## src/rtl/fios_result_collector_if.sv

```systemverilog
// Result-collector bus: PE result stream in, assembled product out with valid/ready.
// slave = collector side, master = the upstream PE plus the downstream consumer.
interface fios_result_collector_if #(
    parameter int WORD_WIDTH = 17,
    parameter int WORD_COUNT = 8
);
    logic                             res_valid_i;
    logic [WORD_WIDTH-1:0]            res_i;
    logic [WORD_WIDTH-1:0]            p_i;
    logic [WORD_COUNT*WORD_WIDTH-1:0] result_o;
    logic                             result_valid_o;
    logic                             result_ready_i;
    logic                             ge_p_o;

    modport slave (
        input  res_valid_i, res_i, p_i, result_ready_i,
        output result_o, result_valid_o, ge_p_o
    );

    modport master (
        output res_valid_i, res_i, p_i, result_ready_i,
        input  result_o, result_valid_o, ge_p_o
    );
endinterface

```

## src/rtl/fios_result_collector.sv

```systemverilog
// Assembles the LSW-first FIOS result stream into a full-width word with valid/ready.
// Define FIOS_COLLECT_GE_P_EN to add the serial result >= modulus comparison.
module fios_result_collector #(
    parameter int WORD_WIDTH = 17,
    parameter int WORD_COUNT = 8
) (
    input  logic                  clock_i,
    input  logic                  reset_n_i,
    fios_result_collector_if.slave bus,
    output logic                  overrun_o,
    output logic                  busy_o
);
    localparam int CNT_WIDTH = $clog2(WORD_COUNT + 1);

    typedef enum logic [1:0] {IDLE, COLLECT, HOLD} state_t;

    state_t                 state_reg, state_next;
    logic [CNT_WIDTH-1:0]   cnt_reg, cnt_next;
    logic                   valid_reg, valid_next;
    logic                   ge_reg, ge_next;
    logic                   overrun_reg, overrun_next;
    logic                   xfer, accept, last_word, ge_final;
    logic [CNT_WIDTH-1:0]   wr_idx;

    assign xfer      = valid_reg & bus.result_ready_i;
    // HOLD only takes a new word when the held result leaves in the same cycle
    assign accept    = bus.res_valid_i & ((state_reg != HOLD) | xfer);
    assign wr_idx    = (state_reg == COLLECT) ? cnt_reg : '0;
    assign last_word = (state_reg == COLLECT) && (cnt_reg == CNT_WIDTH'(WORD_COUNT - 1));

`ifdef FIOS_COLLECT_GE_P_EN
    logic                  borrow_reg, borrow_in, borrow_next;
    logic [WORD_WIDTH:0]   diff;

    // word 0 always starts with no borrow, so the stale value never leaks in
    assign borrow_in   = (state_reg == COLLECT) ? borrow_reg : 1'b0;
    assign diff        = {1'b0, bus.res_i} - {1'b0, bus.p_i} - {{WORD_WIDTH{1'b0}}, borrow_in};
    assign borrow_next = diff[WORD_WIDTH];
    assign ge_final    = ~borrow_next;

    always_ff @(posedge clock_i or negedge reset_n_i) begin
        if (!reset_n_i) begin
            borrow_reg <= 1'b0;
        end else if (accept) begin
            borrow_reg <= borrow_next;
        end
    end
`else
    logic unused_p;

    assign unused_p = ^bus.p_i;
    assign ge_final = 1'b0;
`endif

    always_ff @(posedge clock_i or negedge reset_n_i) begin
        if (!reset_n_i) begin
            state_reg   <= IDLE;
            cnt_reg     <= '0;
            valid_reg   <= 1'b0;
            ge_reg      <= 1'b0;
            overrun_reg <= 1'b0;
        end else begin
            state_reg   <= state_next;
            cnt_reg     <= cnt_next;
            valid_reg   <= valid_next;
            ge_reg      <= ge_next;
            overrun_reg <= overrun_next;
        end
    end

    always_comb begin
        state_next   = state_reg;
        cnt_next     = cnt_reg;
        valid_next   = valid_reg;
        ge_next      = ge_reg;
        overrun_next = overrun_reg;
        case (state_reg)
            IDLE: begin
                if (accept) begin
                    state_next = COLLECT;
                    cnt_next   = CNT_WIDTH'(1);
                end
            end
            COLLECT: begin
                if (accept) begin
                    if (last_word) begin
                        state_next = HOLD;
                        cnt_next   = '0;
                        valid_next = 1'b1;
                        ge_next    = ge_final;
                    end else begin
                        cnt_next = cnt_reg + CNT_WIDTH'(1);
                    end
                end
            end
            HOLD: begin
                if (xfer) begin
                    valid_next = 1'b0;
                    if (bus.res_valid_i) begin
                        state_next = COLLECT;
                        cnt_next   = CNT_WIDTH'(1);
                    end else begin
                        state_next = IDLE;
                    end
                end else if (bus.res_valid_i) begin
                    overrun_next = 1'b1;
                end
            end
            default: begin
                state_next = IDLE;
                cnt_next   = '0;
                valid_next = 1'b0;
            end
        endcase
    end

    genvar gi;
    generate
        for (gi = 0; gi < WORD_COUNT; gi = gi + 1) begin : g_word
            logic [WORD_WIDTH-1:0] word_reg;

            always_ff @(posedge clock_i or negedge reset_n_i) begin
                if (!reset_n_i) begin
                    word_reg <= '0;
                end else if (accept && (wr_idx == CNT_WIDTH'(gi))) begin
                    word_reg <= bus.res_i;
                end
            end

            assign bus.result_o[gi*WORD_WIDTH +: WORD_WIDTH] = word_reg;
        end
    endgenerate

    assign bus.result_valid_o = valid_reg;
    assign bus.ge_p_o         = ge_reg;
    assign overrun_o          = overrun_reg;
    assign busy_o             = (state_reg != IDLE);
endmodule

```

## src/flat_wrapper.sv

```systemverilog
// flat-port wrapper written by rule: the top's interface ports become plain ports
module fios_result_collector_flat 
#(
    parameter int WORD_WIDTH = 17,
    parameter int WORD_COUNT = 8
)
  (clock_i, reset_n_i, overrun_o, busy_o, bus_res_valid_i, bus_res_i, bus_p_i, bus_result_ready_i, bus_result_o, bus_result_valid_o, bus_ge_p_o);
  fios_result_collector_if #(.WORD_WIDTH(WORD_WIDTH), .WORD_COUNT(WORD_COUNT)) bus_i ();
  input  logic clock_i;
  input  logic reset_n_i;
  output logic overrun_o;
  output logic busy_o;
  input wire logic [$bits(bus_i.res_valid_i)-1:0] bus_res_valid_i;
  input wire logic [$bits(bus_i.res_i)-1:0] bus_res_i;
  input wire logic [$bits(bus_i.p_i)-1:0] bus_p_i;
  input wire logic [$bits(bus_i.result_ready_i)-1:0] bus_result_ready_i;
  output wire logic [$bits(bus_i.result_o)-1:0] bus_result_o;
  output wire logic [$bits(bus_i.result_valid_o)-1:0] bus_result_valid_o;
  output wire logic [$bits(bus_i.ge_p_o)-1:0] bus_ge_p_o;
  assign bus_i.res_valid_i = bus_res_valid_i;
  assign bus_i.res_i = bus_res_i;
  assign bus_i.p_i = bus_p_i;
  assign bus_i.result_ready_i = bus_result_ready_i;
  assign bus_result_o = bus_i.result_o;
  assign bus_result_valid_o = bus_i.result_valid_o;
  assign bus_ge_p_o = bus_i.ge_p_o;
  fios_result_collector #(.WORD_WIDTH(WORD_WIDTH), .WORD_COUNT(WORD_COUNT)) u_core (.clock_i(clock_i), .reset_n_i(reset_n_i), .bus(bus_i), .overrun_o(overrun_o), .busy_o(busy_o));
endmodule
```

## config.mk

```make
export PLATFORM = sky130hd
export DESIGN_NAME = fios_result_collector_flat
export DESIGN_NICKNAME = d
export VERILOG_FILES = /design/src/rtl/fios_result_collector_if.sv /design/src/rtl/fios_result_collector.sv /design/src/flat_wrapper.sv
export SDC_FILE = /design/constraint.sdc
export NUM_CORES = 1
export LEC_CHECK = 0
export ABC_AREA = 1
export BUFFER_PORTS_ARGS = -buffer_cell sky130_fd_sc_hd__buf_4
export CAP_MARGIN = 20
export CORE_UTILIZATION = 58
export CTS_BUF_LIST = sky130_fd_sc_hd__clkbuf_2
export DETAILED_ROUTE_END_ITERATION = 12
export GPL_TIMING_DRIVEN = 0
export PLACE_DENSITY_LB_ADDON = 0.12
export SETUP_SLACK_MARGIN = 0.15
export SLEW_MARGIN = 20
export SYNTH_ARGS = -nofsm -noshare
export SYNTH_HDL_FRONTEND = slang
export SYNTH_SLANG_ARGS = --single-unit
```

## constraint.sdc

```tcl
create_clock -name clock_i -period 3.95 [get_ports clock_i]
set_clock_uncertainty 0.1 [all_clocks]
set_input_delay 0.1975 -clock clock_i [delete_from_list [all_inputs] [get_ports clock_i]]
set_output_delay 0.1975 -clock clock_i [all_outputs]
set_load 0.05 [all_outputs]
```

==> results of run 1 <==
-- power breakdown --
group / switching (mW) / internal [mW] / total (mW)
Sequential: 0.409 / 2.08 / 2.49
Combinational: 3.40 / 1.32 / 4.71
Clock: 0.544 / 0.482 / 1.03
Total: 4.35 / 3.88 / 8.23
-- stage by stage --
step                hold slack (ps)  std cells  utilization (%)  total power, mW  setup slack, ps
global placement                356        957             71.8             7.08             2040
CTS                             220       1013             77.4             8.23             1880
floorplan                      -198        679                -             5.79             2130
finish                          258       1013             77.4             8.23             1850
detailed placement             96.0        958             72.1             7.20             2080
global route                    220       1013             77.4             8.64             1710
-- final cells by class --
class	count	area (um2)	area share, %
flip-flops and latches	144	3600	44.9
multi-input cells	477	2200	27.4
repair buffers	166	1350	16.8
plain buffers	52	384	4.78
clock inverters	14	213	2.65
well taps	136	170	2.12
clock buffers	18	90.1	1.12
inverters	6	22.5	0.280
-- cells by family after synthesis --
family | share of synthesized area (%)
compound gates | 0.645
xor+xnor | 0.141
fa+ha+maj | 0.201
buf+inv | 6.55
flops | 58.0
other cells | 0.0604
simple gates | 34.4
-- critical path, cell delays in order (launching register included) --
cell           delay [ps]
dfrtp_1               560
inv_2                 150
nor2_2                140
nand2_1               120
nand2_1                80
dlygate4sd3_1         560
nand2_1               120
nand2_1               100
o21ai_0                70
-- repair_timing --
| action | 4_1_cts | 5_1_grt |
|---|---|---|
| hold endpoints to repair | 288 | 0 |
| setup buffers | 0 | 0 |
| hold buffers | 23 | 0 |
-- cells in the final DEF (no fill, tap or decap), types with 3 or more instances in the layout --
cell and n:
buf_2 19, buf_4 153, buf_6 16, bufinv_16 5
clkbuf_1 5, clkbuf_2 18, clkinvlp_4 3, dfrtp_1 144
dlygate4sd3_1 22, inv_1 4, nand2_1 291, nand2_4 8
nand3_1 146, nand3_2 4, nand4_1 3, nor2_1 4
nor2_2 3, nor2_4 4, nor2_8 3, o21ai_0 3
-- worst max-delay path by stage --
stage          slack (ps)                            end  depth (start not counted)                      start
2_1_floorplan        2130  u_core.g_word[6].word_reg[10]                          7  u_core.bus.result_valid_o
3_3_place_gp         2040   u_core.g_word[5].word_reg[3]                          1                  reset_n_i
3_5_place_dp         2080  u_core.g_word[5].word_reg[12]                          8        u_core.state_reg[1]
4_1_cts              1880                         busy_o                          3        u_core.state_reg[1]
5_1_grt              1710              u_core.cnt_reg[0]                          8        u_core.state_reg[1]
6_report             1850              u_core.cnt_reg[3]                          8        u_core.state_reg[1]
-- per-layer routing --
metal  share of wire (%)  track usage, %
met3                 7.5            6.25
met4                 2.5            13.7
met1                  41            41.4
met5                   0               0
met2                  49            51.8
==> out/qor.yml, run 1 <==
route:
  avgRoutedWirePerCell_um: 16.3
  drt_first_iter_violations: 329
  via_per_inst: 5.44
  routed_wl_mm: 16.5
  num_vias: 5513
  first_pass_iters: 5
  drc: 0
  drtAntennaViolNets: 0
layout:
  drive_above_1_share_pct: 28.3
  diodes: 0
  areaGrowthSynthToFinish_pct: 29.3
  layout.nets: 903
  largest_reg_flops: 136
  fill_cells: 754
  fin_area_um2: 8030
cts:
  cts.sinks: 144
  cts_tree: "built"
  clkTransAtPathRegs_ps: 210
  numCtsBuffers: 17
  clock-root-buffer: "clkbuf_2"
  clk_latency_ps: 700
  h-tree-depth: 4
  cts-resized-gates: 0
  clock_path_buffers: 2
sta:
  setup_violations: 0
  finalSetupTns_ps: 0
  maxSlewViolCount: 0
  finalCritPeriodShare_pct: 53.1
  worstMarginPinSlew_ps: 555
  rsz0062_at_grt: "no"
  finalHoldViolations: 0
  timing.fmax_ghz: 0.477
  period_needed_ps: 2100
  max_slew_margin_pct: 63.0
pwr:
  ir_drop_mv: 0.556
  leakagePower_nw: 4.49
  powerDensity_nw_per_um2: 1030
floorplan:
  fp.dieW_um: 105
  die_h_um: 105
  initial_core_util_pct: 59.9
  io_pins: 178
  core_um2: 10400
  rows: 37
  dieArea_um2: 11100
logic_synthesis:
  yosysWarnings: 0
  ys_seq_elements: 144
  syn_area_per_cell_um2: 9.14
  synth_fp_nets: 718
  synthCells: 679
  synth_top_area_share_pct: 58.0
  synth_area_um2: 6210
  ys_types: 25
  ys_async_sr_fraction_pct: 100
  synth_seq_area_share_pct: 58.0
  ys_top_cells_by_count: "nand2_1 (291), nand3_1 (146), dfrtp_1 (144), buf_2 (19), buf_6 (16)"
  synth.area.top_cells: "dfrtp_1 (58%), nand2_1 (18%), nand3_1 (12%), buf_6 (2.9%), buf_2 (1.5%)"
  synth_edf_count: 0
  synth.most_common_cell: "nand2_1"
  synthFlopType: "dfrtp_1"
  synth_top_area_cell: "dfrtp_1"
critical_path:
  r2r_slack_ps: 1850
  r2r_start: "u_core.state_reg[1]"
  critPathArrivalTime_ps: 2610
  rr_endpoint: "u_core.cnt_reg[3]"
  startpoint_type: "register"
  end_kind: "register"
  rr_worst_depth: 8
  cp_max_fo: 7
  crit_type: "register to register"
  required_ps: 4470
job:
  maxCapViolations: 0
hold_path:
  min_path_type: "input port to register"
  hold_start: "bus_res_i[6]"
  hold-path-cell-count: 4
  worstHoldEndpoint: "u_core.g_word[6].word_reg[6]"
global_routing:
  grtUsageTotal_pct: 31.7
  grt_pass1_wl_mm: 26.7
  antenna_found_initial: 0
  grt_max_degree: 74
  grt-ovfl-total: 0
  grt_pass1_vias: 5321
place:
  gp_congestion: 0.884
  dp_hpwl_mm: 11.6
  placed_cell_area_um2: 7480
  placement.io_buffers: 142
outcome:
  status: "complete, no violations"
Note: power is estimated with default switching activity, not from simulation.
==> run 2, diff against run 1 <==
--- a/config.mk
+++ b/config.mk
@@ -8,7 +8,7 @@
 export ABC_AREA = 1
 export BUFFER_PORTS_ARGS = -buffer_cell sky130_fd_sc_hd__buf_4
 export CAP_MARGIN = 20
-export CORE_UTILIZATION = 58
+export CORE_UTILIZATION = 54
 export CTS_BUF_LIST = sky130_fd_sc_hd__clkbuf_2
 export DETAILED_ROUTE_END_ITERATION = 12
 export GPL_TIMING_DRIVEN = 0
==> constraint.sdc (replaced) <==
create_clock -name clock_i -period 2 [get_ports clock_i]
set_clock_uncertainty 0.1 [all_clocks]
set_input_delay 0.1 -clock clock_i [delete_from_list [all_inputs] [get_ports clock_i]]
set_output_delay 0.1 -clock clock_i [all_outputs]
set_load 0.05 [all_outputs]
==> run 2 against run 1 <==
Against the previous run:
- worst setup slack got worse by 1700 ps
- via count increased by 1.3%
- power up 98%
- critical endpoint is now u_core.g_word[3].word_reg[6]
- largest power group unchanged
- highest routed layer unchanged
==> out/qor.yml, run 2 (synthesis results as in run 1) <==
critical_path:
  cp_cell_sequence: "inv_4 -> nand4_1 -> nor2_4 -> nand2_4 -> buf_2 -> nand2_1 -> nand2_1"
  cp_common_cell: "nand2_1"
  r2r_start: "u_core.state_reg[1]"
  worst_path_dominant_cell_family: "simple AND/OR/NAND/NOR gates"
  crit_buf_inv: 2  # unchanged
  r2r_slack_ps: 180  # -1670 ps
  critPathArrivalTime_ps: 2310  # -300 ps
  crit_type: "register to register"
  end_kind: "register"
  endpoint: "u_core.g_word[3].word_reg[6]"
  crit_start: "u_core.state_reg[1]"
  crit_cells: 7  # -1
  rr_endpoint: "u_core.g_word[3].word_reg[6]"
  cpPeakStageDelay_ps: 520  # -40 ps
  startpoint_type: "register"
  cp_max_fo: 10  # +3
  crit_slowest_cell: "dfrtp_2"
  rr_worst_depth: 7  # -1
  required_ps: 2500  # -1970 ps
job:
  maxCapViolations: 0  # unchanged
route:
  first_pass_iters: 5  # unchanged
  via_per_inst: 5.39  # -1.0%
  routed_wl_mm: 17.6  # +6.3%
  drc: 0  # unchanged
  drt_first_iter_violations: 429  # +30%
  num_vias: 5587  # +1.3%
  avgRoutedWirePerCell_um: 17.0  # +3.9%
  drtAntennaViolNets: 0  # unchanged
layout:
  diodes: 0  # unchanged
  multi_input_area_um2: 2240  # +1.8%
  largest_reg_flops: 136  # unchanged
  most-common-layout-cells: "nand2_1 (288), buf_4 (173), nand3_1 (145)"
  fill_cells: 861  # +14%
  fin_area_um2: 8180  # +1.9%
  seq_area_um2: 3600  # about the same
  drive_above_1_share_pct: 30.3  # +2.0 points
  layout.nets: 924  # +2.3%
  final_core_util_pct: 74.2  # -3.3 points
  areaGrowthSynthToFinish_pct: 31.8
  final_common_cell: "nand2_1"
  stdcell_count: 1037  # +2.4%
pwr:
  leakagePower_nw: 4.57  # +1.8%
  ir_drop_mv: 1.18  # +110%
  powerDensity_nw_per_um2: 2000  # +95%
global_routing:
  grt_pass1_vias: 5090  # -4.3%
  grt_pass1_wl_mm: 26.6  # -0.57%
  antenna_found_initial: 0  # unchanged
  grt-ovfl-total: 0  # unchanged
  grt_max_degree: 83  # +12%
  grtUsageTotal_pct: 30.0  # -1.6 points
cts:
  clock_path_buffers: 2  # unchanged
  cts.sinks: 144  # unchanged
  cts_tree: "built"
  clk_latency_ps: 700  # about the same
  clkTransAtPathRegs_ps: 220  # about the same
  numCtsBuffers: 17  # unchanged
  clock-root-buffer: "clkbuf_2"
  h-tree-depth: 4  # unchanged
floorplan:
  io_pins: 178  # unchanged
  fp.dieW_um: 109  # +3.6%
  die_h_um: 109  # +3.6%
  initial_core_util_pct: 56.3  # -3.6 points
  core_um2: 11000  # +6.4%
  rows: 38  # +2.7%
  dieArea_um2: 11900  # +7.3%
sta:
  finalHoldViolations: 0  # unchanged
  worstMarginPinSlew_ps: 581  # +26.7 ps
  timing.fmax_ghz: 0.551  # +15%
  maxSlewViolCount: 0  # unchanged
  fin_hold_ws_ps: 177  # -81.4 ps
  max_slew_margin_pct: 61.2  # -1.8 points
  period_needed_ps: 1820  # -281 ps
  finalCritPeriodShare_pct: 90.8  # +38 points
  setup_violations: 0  # unchanged
  finalSetupTns_ps: 0  # unchanged
  rsz0062_at_grt: "yes"
place:
  post-place-cells: 962  # +0.42%
  placed_cell_area_um2: 7480  # about the same
  placement.io_buffers: 142  # unchanged
  gp_congestion: 0.944  # +6.8%
  dp_hpwl_mm: 12.0  # +3.5%
hold_path:
  min_path_type: "input port to register"
outcome:
  status: "complete, no violations"
==> run 2: cell count changes in the layout (fill, tap and decap cells not counted), sizes merged <==
cell,change
inv,-2
clkbuf,+3
bufinv,-2
buf,+19
clkinv,+3
clkinvlp,-1
==> run 2: final cells by class <==
type                            count  share of cell area [%]
Clock buffer                       19                    1.16
Inverter                            6                   0.336
Multi-Input combinational cell    477                    27.4
Buffer                             52                    4.98
Sequential cell                   144                    44.1
Clock inverter                     12                    1.76
Tap cell                          140                    2.14
Timing Repair Buffer              187                    18.2
==> run 2: power breakdown <==
group | total [mW] | internal [mW] | leakage [nW] | switching [mW]
Sequential | 4.93 | 4.12 | 1.84 | 0.816
Combinational | 9.67 | 2.82 | 2.58 | 6.86
Clock | 1.72 | 0.686 | 0.142 | 1.03
Total | 16.3 | 7.62 | 4.57 | 8.71
==> run 2: tightest hold or removal path, cell delays in order <==
cell	delay, ps
dlygate4sd3_1	530
buf_2	180
nand3_1	90
nand2_1	50
==> run 2: worst min-delay path by stage <==
| stage | startpoint | endpoint | slack [ps] | cells after the start |
|---|---|---|---|---|
| floorplan | reset_n_i | u_core.bus.result_valid_o | -300 | 0 |
| global placement | bus_res_valid_i | u_core.cnt_reg[2] | 320 | 4 |
| detailed placement | reset_n_i | u_core.g_word[0].word_reg[8] | -30 | 1 |
| CTS | bus_res_i[7] | u_core.g_word[0].word_reg[7] | 150 | 4 |
| global route | bus_res_i[7] | u_core.g_word[1].word_reg[7] | 150 | 4 |
| finish | bus_res_i[15] | u_core.g_word[4].word_reg[15] | 180 | 4 |
==> run 2: metrics by stage <==
step / power [mW] / setup WS, ps
6_report: 16.3 / 185
5_1_grt: 17.1 / 116
4_1_cts: 16.1 / 115
3_5_place_dp: 14.3 / 82.2
3_3_place_gp: 14.0 / 164
2_1_floorplan: 11.4 / 179
==> run 2: routing by layer <==
metal	up-vias	track usage (%)	wire, um	share of wire, %
li1	2588	-	-	-
met1	2704	40.4	7300	41
met2	256	48.9	8550	49
met3	39	5.26	1290	7.3
met4	0	11.4	459	2.6
met5	-	0	0	0
==> run 2: repair_timing <==
action,4_1_cts,5_1_grt
setup endpoints to repair,59,67
hold endpoints to repair,288,0
buffers inserted,3,19
resized for setup,7,14
hold buffers,22,0
pin swaps,2,7
==> run 3, diff against run 2 <==
--- a/config.mk
+++ b/config.mk
@@ -7,13 +7,13 @@
 export LEC_CHECK = 0
 export ABC_AREA = 1
 export BUFFER_PORTS_ARGS = -buffer_cell sky130_fd_sc_hd__buf_4
-export CAP_MARGIN = 20
+export CAP_MARGIN = 10
 export CORE_UTILIZATION = 54
 export CTS_BUF_LIST = sky130_fd_sc_hd__clkbuf_2
 export DETAILED_ROUTE_END_ITERATION = 12
 export GPL_TIMING_DRIVEN = 0
 export PLACE_DENSITY_LB_ADDON = 0.12
-export SETUP_SLACK_MARGIN = 0.15
+export SETUP_SLACK_MARGIN = 0.3
 export SLEW_MARGIN = 20
 export SYNTH_ARGS = -nofsm -noshare
 export SYNTH_HDL_FRONTEND = slang
==> run 3 against run 2 <==
Against the previous run:
- routed wire length up 1.9%
- combinational power grew 2.8%
- die area unchanged
- worst setup slack worse by 14 ps
- register-to-register slack about the same
- final cell count rose by 0.77%
- sequential power barely moved
==> out/qor.yml, run 3 (synthesis results as in run 1) <==
outcome:
  status: "complete, no violations"
floorplan:
  io_pins: 178  # unchanged
  initial_core_util_pct: 56.3  # unchanged
  dieArea_um2: 11900  # unchanged
  fp.dieW_um: 109  # unchanged
  die_h_um: 109  # unchanged
  core_um2: 11000  # unchanged
  rows: 38  # unchanged
cts:
  clock-root-buffer: "clkbuf_2"
  numCtsBuffers: 17  # unchanged
  clkTransAtPathRegs_ps: 220  # about the same
  cts.sinks: 144  # unchanged
  h-tree-depth: 4  # unchanged
  cts_tree: "built"
  clk_latency_ps: 740  # +40 ps
  clock_path_buffers: 2  # unchanged
hold_path:
  worstHoldEndpoint: "u_core.cnt_reg[2]"
  hold-path-cell-count: 5  # +1
  min_path_type: "input port to register"
  hold_start: "bus_res_valid_i"
global_routing:
  grt_busiest_layer: "met2"
  grt-ovfl-total: 0  # unchanged
  grt_max_degree: 82  # -1.2%
  grt_pass1_vias: 5431  # +6.7%
  grtUsageTotal_pct: 31.5  # +1.5 points
  use_met1_pct: 40.3  # -0.089 points
  grt_pass1_wl_mm: 27.7  # +4.3%
  use_met3_pct: 6.99  # +1.7 points
  antenna_found_initial: 0  # unchanged
  grtUsageMet2_pct: 50.8  # +1.9 points
critical_path:
  r2r_slack_ps: 170  # about the same
  cp_max_fo: 10  # unchanged
  crit_type: "register to register"
  end_kind: "register"
  critPathArrivalTime_ps: 2350  # +40 ps
  required_ps: 2520  # +20 ps
  rr_endpoint: "u_core.g_word[0].word_reg[0]"
  r2r_start: "u_core.state_reg[0]"
  rr_worst_depth: 9  # +2
  startpoint_type: "register"
sta:
  worstMarginPinSlew_ps: 593  # +12.0 ps
  finalHoldViolations: 0  # unchanged
  setup_violations: 0  # unchanged
  finalSetupTns_ps: 0  # unchanged
  period_needed_ps: 1830  # +13.7 ps
  setup_slack_ps: 171  # -13.7 ps
  maxSlewViolCount: 0  # unchanged
  rsz0062_at_grt: "yes"
  finalCritPeriodShare_pct: 91.4  # +0.68 points
  timing.fmax_ghz: 0.547  # -0.75%
  max_slew_margin_pct: 60.4  # -0.80 points
route:
  routed_wl_mm: 17.9  # +1.9%
  num_vias: 5676  # +1.6%
  drc: 0  # unchanged
  first_pass_iters: 5  # unchanged
  drt_first_iter_violations: 410  # -4.4%
  avgRoutedWirePerCell_um: 17.2  # +1.1%
  drtAntennaViolNets: 0  # unchanged
  via_per_inst: 5.43  # +0.82%
place:
  placement.io_buffers: 142  # unchanged
  dp_slack_ps: 115  # +33.2 ps
  dp_hpwl_mm: 12.0  # -0.74%
  gp_congestion: 0.908  # -3.8%
layout:
  most-common-layout-cells: "nand2_1 (289), buf_4 (173), nand3_1 (144)"
  largest_reg_flops: 136  # unchanged
  layout.nets: 931  # +0.76%
  diodes: 0  # unchanged
  final_common_cell: "nand2_1"
  fill_cells: 778  # -9.6%
  drive_above_1_share_pct: 31.2  # +0.84 points
  areaGrowthSynthToFinish_pct: 36.8
pwr:
  leakagePower_nw: 4.68  # +2.5%
  powerDensity_nw_per_um2: 2020  # +1.2%
  ir_drop_mv: 1.39  # +18%
job:
  maxCapViolations: 0  # unchanged
[run 3: cell count changes in the layout (fill, tap and decap cells not counted), sizes merged]
cell         change
clkinvlp         -1
clkinv           -2
buf              +9
bufinv           +4
clkbuf           -1
dlygate4sd3      -1
[run 3: timing repair]
| action | 4_1_cts | 5_1_grt |
|---|---|---|
| setup buffers | 26 | 0 |
| setup endpoints to repair | 134 | 138 |
| hold endpoints to repair | 288 | 0 |
| pin swaps | 10 | 2 |
| gates cloned | 3 | 1 |
| hold buffers | 21 | 0 |
| gates resized for setup | 48 | 3 |
[run 3: where the power goes]
group / switching [mW] / internal, mW / total (mW)
logic: 6.94 / 3.00 / 9.94
registers: 0.841 / 4.12 / 4.96
clock network: 1.06 / 1.19 / 2.25
[run 3: layer usage]
metal  share of wire (%)  vias up  routed length [um]
met5                   0        -                   0
met4                 3.2        0                 569
met3                 7.9       47                1420
met2                  49      277                8770
met1                  40     2729                7160
li1                    -     2623                   -
[run 3: worst max-delay path by stage]
stage               slack (ps)                            end  cells past startpoint                      start
floorplan                  340  u_core.g_word[6].word_reg[10]                      7  u_core.bus.result_valid_o
global placement            50      u_core.bus.result_valid_o                      1                  reset_n_i
detailed placement         120   u_core.g_word[6].word_reg[8]                      8        u_core.state_reg[1]
CTS                        170                         busy_o                      4        u_core.state_reg[0]
global route               110                         busy_o                      4        u_core.state_reg[0]
finish                     170   u_core.g_word[0].word_reg[0]                      9        u_core.state_reg[0]
[run 3: final cells by class]
cell class                 instances  area (um2)  area share, %
clock inverter                    13         241           2.84
clock buffer                      19        95.1           1.12
multi-input combinational        477        2270           26.8
sequential                       144        3610           42.5
tap                              140         175           2.06
timing repair buffer             194        1600           18.8
inverter                           6        32.5          0.383
buffer                            52         472           5.55
[run 3: worst max-delay path: stages (launching register included)]
cell and delay [ps]:
dfrtp_1 440, buf_6 150, buf_4 130, nor2_2 150, a21oi_2 100, buf_12 160, buf_12 140, buf_6 140
nand3_1 110, nand2_1 90
[run 3: stage by stage]
stage	total power, mW	area [um2]	hold WS (ps)	utilization [%]	instances
after floorplan	11.4	6210	-296	-	679
after global placement	14.0	7450	313	67.5	961
after detailed placement	14.2	7490	-23.4	67.9	962
after CTS	17.1	8460	45.2	76.7	1044
after global routing	18.0	8490	34.2	77.0	1045
final	17.1	8490	78.1	77.0	1045
